$ cat src/rtl/layer_sequencer.sv
// rtl/layer_sequencer.sv - chains NUM_STAGES layers: launch, wait done, stream outmem into next inmem.
// Optional perf counters (perf_cycles, perf_stall) under LAYER_SEQUENCER_PERF_EN.
module layer_sequencer #(
    parameter int                        NUM_STAGES  = 3,
    parameter int                        IDX_W       = 16,
    parameter logic [NUM_STAGES*16-1:0]  OUT_CH_VEC  = {16'd16, 16'd16, 16'd16},
    parameter logic [NUM_STAGES*16-1:0]  OUT_DIM_VEC = {16'd13, 16'd13, 16'd26},
    parameter int                        READ_LAT    = 1
) (
    input  logic                          clk,
    input  logic                          reset,
    input  logic                          start,
    output logic [NUM_STAGES-1:0]         stage_start,
    input  logic [NUM_STAGES-1:0]         stage_done,
    output logic [3*IDX_W-1:0]            rd_index,
    output logic [$clog2(NUM_STAGES)-1:0] rd_stage,
    output logic [3*IDX_W-1:0]            wr_index,
    output logic [NUM_STAGES-1:0]         wr_en,
    output logic                          busy,
`ifdef LAYER_SEQUENCER_PERF_EN
    output logic [31:0]                   perf_cycles,
    output logic [31:0]                   perf_stall,
`endif
    output logic                          done
);
    localparam int SW = $clog2(NUM_STAGES);

    typedef enum logic [2:0] {
        S_IDLE, S_LAUNCH, S_WAIT, S_XFER, S_DRAIN, S_DONE
    } state_t;

    if (NUM_STAGES < 2) begin : g_bad_stages
        $error("layer_sequencer: NUM_STAGES must be at least 2");
    end
    if (READ_LAT < 0 || READ_LAT > 4) begin : g_bad_lat
        $error("layer_sequencer: READ_LAT must be 0..4");
    end

    logic [IDX_W-1:0] ch_last [NUM_STAGES];
    logic [IDX_W-1:0] dim_last [NUM_STAGES];

    for (genvar g = 0; g < NUM_STAGES; g++) begin : g_geom
        if (OUT_CH_VEC[g*16 +: 16] == 16'd0 || OUT_DIM_VEC[g*16 +: 16] == 16'd0 ||
            (32'(OUT_CH_VEC[g*16 +: 16]) >> IDX_W) != 32'd0 ||
            (32'(OUT_DIM_VEC[g*16 +: 16]) >> IDX_W) != 32'd0) begin : g_bad_geom
            $error("layer_sequencer: illegal channel/dim for a stage");
        end
        assign ch_last[g]  = IDX_W'(OUT_CH_VEC[g*16 +: 16] - 16'd1);
        assign dim_last[g] = IDX_W'(OUT_DIM_VEC[g*16 +: 16] - 16'd1);
    end

    state_t                  state_q, state_d;
    logic [SW-1:0]           k_q, k_d;
    logic [IDX_W-1:0]        ch_q, ch_d, row_q, row_d, col_q, col_d;
    logic [2:0]              drain_q, drain_d;
    logic [NUM_STAGES-1:0]   stage_start_q, stage_start_d;
    logic                    rd_fire;
    logic                    wr_valid;
    logic [SW-1:0]           wr_sel;

    always_ff @(posedge clk or negedge reset) begin
        if (!reset) begin
            state_q       <= S_IDLE;
            k_q           <= '0;
            ch_q          <= '0;
            row_q         <= '0;
            col_q         <= '0;
            drain_q       <= '0;
            stage_start_q <= '0;
        end else begin
            state_q       <= state_d;
            k_q           <= k_d;
            ch_q          <= ch_d;
            row_q         <= row_d;
            col_q         <= col_d;
            drain_q       <= drain_d;
            stage_start_q <= stage_start_d;
        end
    end

    always_comb begin
        state_d       = state_q;
        k_d           = k_q;
        ch_d          = ch_q;
        row_d         = row_q;
        col_d         = col_q;
        drain_d       = drain_q;
        stage_start_d = '0;
        rd_fire       = 1'b0;
        case (state_q)
            S_IDLE: begin
                if (start) begin
                    state_d = S_LAUNCH;
                    k_d     = '0;
                end
            end
            S_LAUNCH: begin
                // Registered pulse: visible during the first WAIT cycle.
                stage_start_d[k_q] = 1'b1;
                state_d            = S_WAIT;
            end
            S_WAIT: begin
                if (stage_done[k_q]) begin
                    if (k_q == SW'(NUM_STAGES - 1)) begin
                        state_d = S_DONE;
                    end else begin
                        state_d = S_XFER;
                        ch_d    = '0;
                        row_d   = '0;
                        col_d   = '0;
                    end
                end
            end
            S_XFER: begin
                rd_fire = 1'b1;
                if (col_q == dim_last[k_q]) begin
                    col_d = '0;
                    if (row_q == dim_last[k_q]) begin
                        row_d = '0;
                        if (ch_q == ch_last[k_q]) begin
                            ch_d = '0;
                            if (READ_LAT == 0) begin
                                state_d = S_LAUNCH;
                                k_d     = k_q + SW'(1);
                            end else begin
                                state_d = S_DRAIN;
                                drain_d = 3'(READ_LAT - 1);
                            end
                        end else begin
                            ch_d = ch_q + IDX_W'(1);
                        end
                    end else begin
                        row_d = row_q + IDX_W'(1);
                    end
                end else begin
                    col_d = col_q + IDX_W'(1);
                end
            end
            S_DRAIN: begin
                if (drain_q == 3'd0) begin
                    state_d = S_LAUNCH;
                    k_d     = k_q + SW'(1);
                end else begin
                    drain_d = drain_q - 3'd1;
                end
            end
            S_DONE: begin
                state_d = S_IDLE;
            end
            default: begin
                state_d = S_IDLE;
            end
        endcase
    end

    // Index counters sit at zero outside XFER, so rd_index is idle-zero too.
    assign rd_index    = {ch_q, row_q, col_q};
    assign rd_stage    = k_q;
    assign stage_start = stage_start_q;
    assign busy        = (state_q == S_LAUNCH) || (state_q == S_WAIT) ||
                         (state_q == S_XFER)   || (state_q == S_DRAIN);
    assign done        = (state_q == S_DONE);
    assign wr_sel      = k_q + SW'(1);

    if (READ_LAT == 0) begin : g_nolat
        assign wr_valid = rd_fire;
        assign wr_index = rd_index;
    end else begin : g_lat
        logic [READ_LAT-1:0] pv_q;
        logic [3*IDX_W-1:0]  pidx_q [READ_LAT];

        always_ff @(posedge clk or negedge reset) begin
            if (!reset) begin
                pv_q <= '0;
                for (int i = 0; i < READ_LAT; i++) pidx_q[i] <= '0;
            end else begin
                pv_q[0]   <= rd_fire;
                pidx_q[0] <= rd_index;
                for (int i = 1; i < READ_LAT; i++) begin
                    pv_q[i]   <= pv_q[i-1];
                    pidx_q[i] <= pidx_q[i-1];
                end
            end
        end

        assign wr_valid = pv_q[READ_LAT-1];
        assign wr_index = pidx_q[READ_LAT-1];
    end

    // DRAIN holds k until the pipe is empty, so k+1 still names the consumer.
    always_comb begin
        wr_en = '0;
        if (wr_valid) wr_en[wr_sel] = 1'b1;
    end

`ifdef LAYER_SEQUENCER_PERF_EN
    logic [31:0] perf_cycles_q, perf_stall_q;
    logic        accept;

    assign accept = (state_q == S_IDLE) && start;

    always_ff @(posedge clk or negedge reset) begin
        if (!reset) begin
            perf_cycles_q <= '0;
            perf_stall_q  <= '0;
        end else if (accept) begin
            perf_cycles_q <= '0;
            perf_stall_q  <= '0;
        end else begin
            if (busy && perf_cycles_q != 32'hFFFF_FFFF) perf_cycles_q <= perf_cycles_q + 32'd1;
            if (state_q == S_WAIT && perf_stall_q != 32'hFFFF_FFFF) perf_stall_q <= perf_stall_q + 32'd1;
        end
    end

    assign perf_cycles = perf_cycles_q;
    assign perf_stall  = perf_stall_q;
`endif

endmodule
$ cat config.mk
export PLATFORM = sky130hd
export DESIGN_NAME = layer_sequencer
export DESIGN_NICKNAME = d
export VERILOG_FILES = /design/src/rtl/layer_sequencer.sv
export SDC_FILE = /design/constraint.sdc
export NUM_CORES = 1
export LEC_CHECK = 0
export BUFFER_PORTS_ARGS = -buffer_cell sky130_fd_sc_hd__buf_4
export CORE_MARGIN = 2
export CORE_UTILIZATION = 46
export CTS_BUF_LIST = sky130_fd_sc_hd__clkbuf_8
export DETAILED_ROUTE_END_ITERATION = 8
export PLACE_DENSITY = 0.66
export SYNTH_ARGS = -nofsm -noshare
export SYNTH_HDL_FRONTEND = slang
export SYNTH_SLANG_ARGS = --single-unit
export TNS_END_PERCENT = 30
$ cat constraint.sdc
create_clock -name clk -period 2.9 [get_ports clk]
set_input_delay 0.145 -clock clk [delete_from_list [all_inputs] [get_ports clk]]
set_output_delay 0.145 -clock clk [all_outputs]
set_load 0.01 [all_outputs]
==> results.cfg, run 1 <==
[outcome]
status = finished, final reports clean

[floorplan]
initial_utilization = 0.473
core_outline_area_um2 = 10300
core.rowCount = 37
die_footprint_um2 = 11400
design.portCount = 112
die_width_um = 107
dieHeight_um = 107

[setup_path]
worst-endpoint-arrival_ns = 2.89
endpoint_class_of_the_critical_path = flip-flop
crit_path_max_fanout = 19
critPathMaxStageDelay_ns = 0.50
slowest_stage = sky130_fd_sc_hd__nor3_2
cp-start-kind = flip-flop
timing.critical_path.max_delay_family = simple AND/OR/NAND/NOR gates
setup.worst_path.class = reg2reg
worstPathBufferInverterCount = 2
timing.critical_path.required_ns = 3.21
cell_by_cell_listing_of_the_critical_path = inv_1, ha_1, or3_1, a211oi_4, a21oi_2, buf_4, nor3_2, mux2_2

[power]
power.share.switching = 0.389
share_seq_of_total_power = 0.435
power_per_cell_area_nw_per_um2 = 914
clock_power_frac = 0.178
switching_power_mw = 2.19
leakage_nw = 2.81
p_comb_frac = 0.387
vdd.ir_drop.worst_mv = 0.553
internal_power_mw = 3.43

[yosys]
synth-edff-count = 0
synth-main-ff-cell = sky130_fd_sc_hd__dfrtp_1
syn-mean-instance-area_um2 = 11.2
yosys.cell_types.count = 57
ys.warnings.count = 0
synth-seq-area-share = 0.554
synthesis.nets = 454
async_flop_share = 1.00
post_synth_instance_area_um2 = 4880
postSynthRegisterBits = 108
syn_inst = 437

[layout]
flow.area_growth_from_synthesis_pct = 25.9
drive_above_1_share = 0.285
finalCoreUtilization = 0.595
layout.cell_area.non_filler_um2 = 6140
diodes = 0
nets = 570
most_used_cells_in_the_layout_excluding_fill_and_tap_cells = sky130_fd_sc_hd__buf_4, sky130_fd_sc_hd__dfrtp_1, sky130_fd_sc_hd__nor2_1
layout_commonest_cell = sky130_fd_sc_hd__buf_4

[sta]
maxSlewHeadroom = 0.610
finalSetupViolCount = 0
layout_min_cycle_time_ns = 2.58
setup_total_negative_slack_ns = 0
period_share = 0.889
max_clock_freq_ghz = 0.388
grt_setup_unrepaired = no
timing_max_transition_violations_final = 0
skew_ns = 0.00775
timing.final.hold_violations = 0
max_slew.worst_pin.slew_ns = 0.585

[detailed_routing]
route.antenna.remaining_nets = 0
drt-vias-per-instance = 5.80
dr.first_iter.drc_count = 210
drc = 0
finalWirelength_mm = 11.5
route.detailed.wl_per_inst_um = 16.5
first_pass_iters = 4
via_count = 4025

[placed_design]
portBuffers = 111
area_after_detailed_placement_um2 = 5910
post-dp-hpwl_mm = 8.06
gp_congestion = 0.823

[clock_network]
h-tree-depth = 3
cts_root_buf = sky130_fd_sc_hd__clkbuf_8
cts_inserted_buffers = 9
cts-hold-fix-buffers = 1
cts_setup_buffers = 0
tritoncts = done
clkTransAtPathRegs_ns = 0.10
worstSkewPairLatency_ns = 0.37
postCtsResizedCells = 0
maximum_number_of_buffers_from_clock_root_to_sink = 2
clock_sinks = 108

[hold_path]
hold_path.class = in2reg

[grt]
wire_length_of_the_first_global_routing_pass_mm = 19.2
globalRouteTotalUtil = 0.210
number_of_global_route_vias_before_repair = 3801
grt_max_degree = 66
initial_antenna_violation_count = 0
globalRouteOverflowTotal = 0

[run]
drv_cap = 0
-- worst paths after layout --
check | endpoint | cells after the start | slack (ns) | from
min reg2reg | wr_index[15]$_DFF_PN0_ | 0 | 0.45 | col_q[15]$_DFFE_PN0P_
max in group asynchronous | wr_index[33]$_DFF_PN0_ | 3 | 1.87 | reset
max reg2reg | row_q[0]$_DFFE_PN0P_ | 8 | 0.32 | rd_stage[1]$_DFFE_PN0P_
max | row_q[0]$_DFFE_PN0P_ | 8 | 0.32 | rd_stage[1]$_DFFE_PN0P_
min | rd_stage[0]$_DFFE_PN0P_ | 3 | 0.17 | start
min in group asynchronous | wr_index[7]$_DFF_PN0_ | 2 | 0.31 | reset
-- area by class of cell --
type,instances,area (um^2)
inverter,17,63.8
clock buffer,9,124
multi-input combinational,290,2010
fill,880,4180
sequential,108,2700
timing repair buffer,127,968
clock inverter,7,98.8
tap,136,170
-- power by group through the flow --
| stage | Combinational [mW] | Clock, mW | Sequential [mW] |
|---|---|---|---|
| after global placement | 2.15 | 0 | 2.46 |
| after floorplan | 1.01 | 0 | 2.51 |
| after CTS | 2.18 | 1.02 | 2.44 |
| after global routing | 2.37 | 1.09 | 2.51 |
| final | 2.17 | 0.999 | 2.44 |
| after detailed placement | 2.17 | 0 | 2.47 |
-- state kept, by name, indices dropped and copies added (netlist names) --
name and cells:
row_q 16, stage_start 3, ch_q 16, wr_index 48
state_q 3, g_lat.pv_q 1, col_q 16, drain_q 3
rd_stage 2
-- per-stage QoR --
stage / total power, mW / hold slack [ns] / std cells / setup WS, ns
floorplan: 3.52 / -0.151 / 437 / 0.278
global placement: 4.61 / 0.180 / 677 / 0.460
detailed placement: 4.64 / 0.179 / 677 / 0.371
CTS: 5.65 / 0.165 / 694 / 0.346
global route: 5.97 / 0.177 / 694 / 0.153
finish: 5.61 / 0.168 / 694 / 0.322
-- tightest hold or removal path, cell delays in order --
cell	delay (ns)
sky130_fd_sc_hd__buf_4	0.08
sky130_fd_sc_hd__o21ai_0	0.09
sky130_fd_sc_hd__a22o_1	0.19
-- Yosys cell counts (all sizes together), types with 2 or more instances --
cell | n | area share
dfrtp | 108 | 0.55
nor2 | 24 | 0.018
nand2 | 19 | 0.015
nand3 | 19 | 0.019
inv | 17 | 0.013
a21oi | 16 | 0.017
nand4 | 16 | 0.021
buf | 14 | 0.014
o21ai | 14 | 0.014
a22o | 12 | 0.022
a2111oi | 11 | 0.020
ha | 11 | 0.028
mux2i | 11 | 0.023
nor4 | 11 | 0.014
or4 | 11 | 0.018
nor3 | 10 | 0.013
and3 | 9 | 0.012
xnor2 | 9 | 0.016
clkbuf | 8 | 0.0062
o31ai | 8 | 0.012
o211ai | 7 | 0.011
and2 | 6 | 0.0077
nand4b | 6 | 0.011
nor2b | 6 | 0.0077
nand2b | 5 | 0.0064
or3 | 5 | 0.0064
mux2 | 4 | 0.0092
o22ai | 4 | 0.0064
a211o | 3 | 0.0054
a211oi | 3 | 0.0072
and4 | 3 | 0.0054
o41ai | 3 | 0.0054
a21o | 2 | 0.0031
a31o | 2 | 0.0036
nor4b | 2 | 0.0036
o21a | 2 | 0.0031
or2 | 2 | 0.0026
xor2 | 2 | 0.0036
-- layer usage --
| layer | track usage | part of all wire |
|---|---|---|
| met5 | 0 | 0 |
| met4 | 0.0696 | 0.019 |
| met3 | 0.0371 | 0.058 |
| met2 | 0.328 | 0.47 |
| met1 | 0.299 | 0.45 |
-- logic make-up (layout without fill, tap and decap cells) --
kind of cell | after synthesis | in the layout | synth area share
xor+xnor | 11 | 11 | 0.0197
fa+ha+maj | 11 | 11 | 0.0282
simple gates | 159 | 159 | 0.190
compound gates | 94 | 94 | 0.143
flops | 108 | 108 | 0.554
mux | 15 | 15 | 0.0318
buf+inv | 39 | 160 | 0.0333
Power figures use the tool's default switching activity.
==> inputs of run 2 (changes only) <==
--- a/config.mk
+++ b/config.mk
@@ -6,6 +6,7 @@
 export NUM_CORES = 1
 export LEC_CHECK = 0
 export BUFFER_PORTS_ARGS = -buffer_cell sky130_fd_sc_hd__buf_4
+export CORE_ASPECT_RATIO = 0.5
 export CORE_MARGIN = 2
 export CORE_UTILIZATION = 46
 export CTS_BUF_LIST = sky130_fd_sc_hd__clkbuf_8
==> run 2 against run 1 <==
Effect of this change: global-route usage grew 0.70 points; clock skew rose by 0.0040 ns; count of clock-buffer cells in the layout up 1; critical path depth did not move; worst setup slack worse by 0.090 ns; final cell count is 1.0% higher; die area rose by 0.44%; via count barely moved; worst hold slack better by 0.017 ns; core utilization increased by 0.28 points; register-to-register slack got worse by 0.09 ns.
==> results.cfg, run 2 (synthesis gave the netlist of run 1 again) <==
[detailed_routing]
via_count = 4029
drc = 0
drt-vias-per-instance = 5.75
finalWirelength_mm = 11.9
route.detailed.wl_per_inst_um = 17.0
first_pass_iters = 5
dr.first_iter.drc_count = 258
route.antenna.remaining_nets = 0

[floorplan]
dieHeight_um = 76.8
core_outline_area_um2 = 10200
initial_utilization = 0.476
core.rowCount = 26
design.portCount = 112
die_width_um = 150
die_footprint_um2 = 11500

[grt]
globalRoute.busiestLayer = met2
globalRouteTotalUtil = 0.217
initial_antenna_violation_count = 0
groute.layer.met2.usage = 0.334
gr-usage-met3 = 0.0571
grt_max_degree = 70
wire_length_of_the_first_global_routing_pass_mm = 19.8
met1_routing_resource_usage_after_global_routing = 0.313
globalRouteOverflowTotal = 0
number_of_global_route_vias_before_repair = 3733

[sta]
maxSlewHeadroom = 0.425
skew_ns = 0.0117
max_slew.worst_pin.slew_ns = 0.863
finalSetupViolCount = 0
layout_setup_ws_ns = 0.232
setup_total_negative_slack_ns = 0
grt_setup_unrepaired = no
period_share = 0.920
layout_min_cycle_time_ns = 2.67
timing.final.hold_violations = 0
whs_ns = 0.185
max_clock_freq_ghz = 0.375
timing_max_transition_violations_final = 0

[placed_design]
gp_congestion = 0.810
pre_cts_ws_ns = 0.300
post-dp-hpwl_mm = 8.22
area_after_detailed_placement_um2 = 5930
portBuffers = 111

[setup_path]
cp-start-kind = flip-flop
worst-endpoint-arrival_ns = 2.98
crit_path_max_fanout = 37
setup.worst_path.class = reg2reg
slowest_stage = sky130_fd_sc_hd__nor3_2
endpoint_class_of_the_critical_path = flip-flop
critPathMaxStageDelay_ns = 0.52
worst_r2r_startpoint = rd_stage[0]$_DFFE_PN0P_
timing.critical_path.required_ns = 3.21
worstSetupStartpoint = rd_stage[0]$_DFFE_PN0P_
worstPathBufferInverterCount = 2
cell_by_cell_listing_of_the_critical_path = inv_1, ha_1, or3_1, a211oi_4, a21oi_2, buf_4, nor3_2, mux2_2
timing.critical_path.max_delay_family = simple AND/OR/NAND/NOR gates

[layout]
flow.area_growth_from_synthesis_pct = 25.5
layout.filler_cells = 902
nets = 574
layout.cell_area.non_filler_um2 = 6130
diodes = 0
drive_above_1_share = 0.285
sequential_area_um2 = 2700
largest_register_ff_count = 48
layout_commonest_cell = sky130_fd_sc_hd__buf_4
most_used_cells_in_the_layout_excluding_fill_and_tap_cells = sky130_fd_sc_hd__buf_4, sky130_fd_sc_hd__dfrtp_1, sky130_fd_sc_hd__nor2_1
multi_input_logic_area_um2 = 2010

[clock_network]
clkTransAtPathRegs_ns = 0.09
cts_setup_buffers = 0
maximum_number_of_buffers_from_clock_root_to_sink = 2
cts_root_buf = sky130_fd_sc_hd__clkbuf_8
cts_inserted_buffers = 9
tritoncts = done
worstSkewPairLatency_ns = 0.38
h-tree-depth = 3
clock_sinks = 108

[power]
power_per_cell_area_nw_per_um2 = 903
design_power_total_mw = 5.53
vdd.ir_drop.worst_mv = 0.481
leakage_nw = 2.82

[run]
drv_cap = 0

[hold_path]
hold_path.class = in2reg
source_of_the_worst_hold_timing_path = start

[outcome]
status = finished, final reports clean
==> run 2: worst min-delay path, delay by kind of cell <==
kind	cells	cell delay, ns
AOI/OAI and AO/OA	2	0.29
buffers and inverters	1	0.08
==> run 2: final timing paths <==
kind | endpoint | slack (ns) | cells after the start
max | row_q[0]$_DFFE_PN0P_ | 0.23 | 8
min | rd_stage[0]$_DFFE_PN0P_ | 0.18 | 3
max reg2reg | row_q[0]$_DFFE_PN0P_ | 0.23 | 8
min reg2reg | wr_index[15]$_DFF_PN0_ | 0.44 | 0
max in group asynchronous | col_q[11]$_DFFE_PN0P_ | 1.62 | 3
min in group asynchronous | wr_index[43]$_DFF_PN0_ | 0.42 | 2
==> run 2: final cells by class <==
cell class / instances / area share
well taps: 140 / 0.0286
clock buffers: 10 / 0.0225
clock inverters: 5 / 0.00756
repair buffers: 131 / 0.161
multi-input cells: 290 / 0.329
flip-flops and latches: 108 / 0.441
inverters: 17 / 0.0104
==> run 2: metal layers <==
metal / share of wire / vias to the layer above
li1: - / 1885
met1: 0.46 / 1998
met2: 0.46 / 134
met3: 0.071 / 12
met4: 0.0085 / 0
met5: 0 / -
==> run 2: metrics by stage <==
| step | std cells | util |
|---|---|---|
| after floorplan | 437 | - |
| final | 701 | 0.598 |
| after global placement | 685 | 0.579 |
| after CTS | 701 | 0.598 |
| after detailed placement | 685 | 0.579 |
| after global routing | 701 | 0.598 |
==> run 2: what timing repair did <==
item,4_1_cts,5_1_grt
hold endpoints to repair,67,0
hold buffers,1,0
gates resized for setup,0,0
==> run 2: where the power goes <==
part           total, mW  leakage (nW)  switching (mW)  internal (mW)
logic               2.25          1.34            1.22           1.03
registers           2.39          1.38           0.466           1.93
clock network      0.886         0.106           0.477          0.408
total               5.53          2.82            2.16           3.37
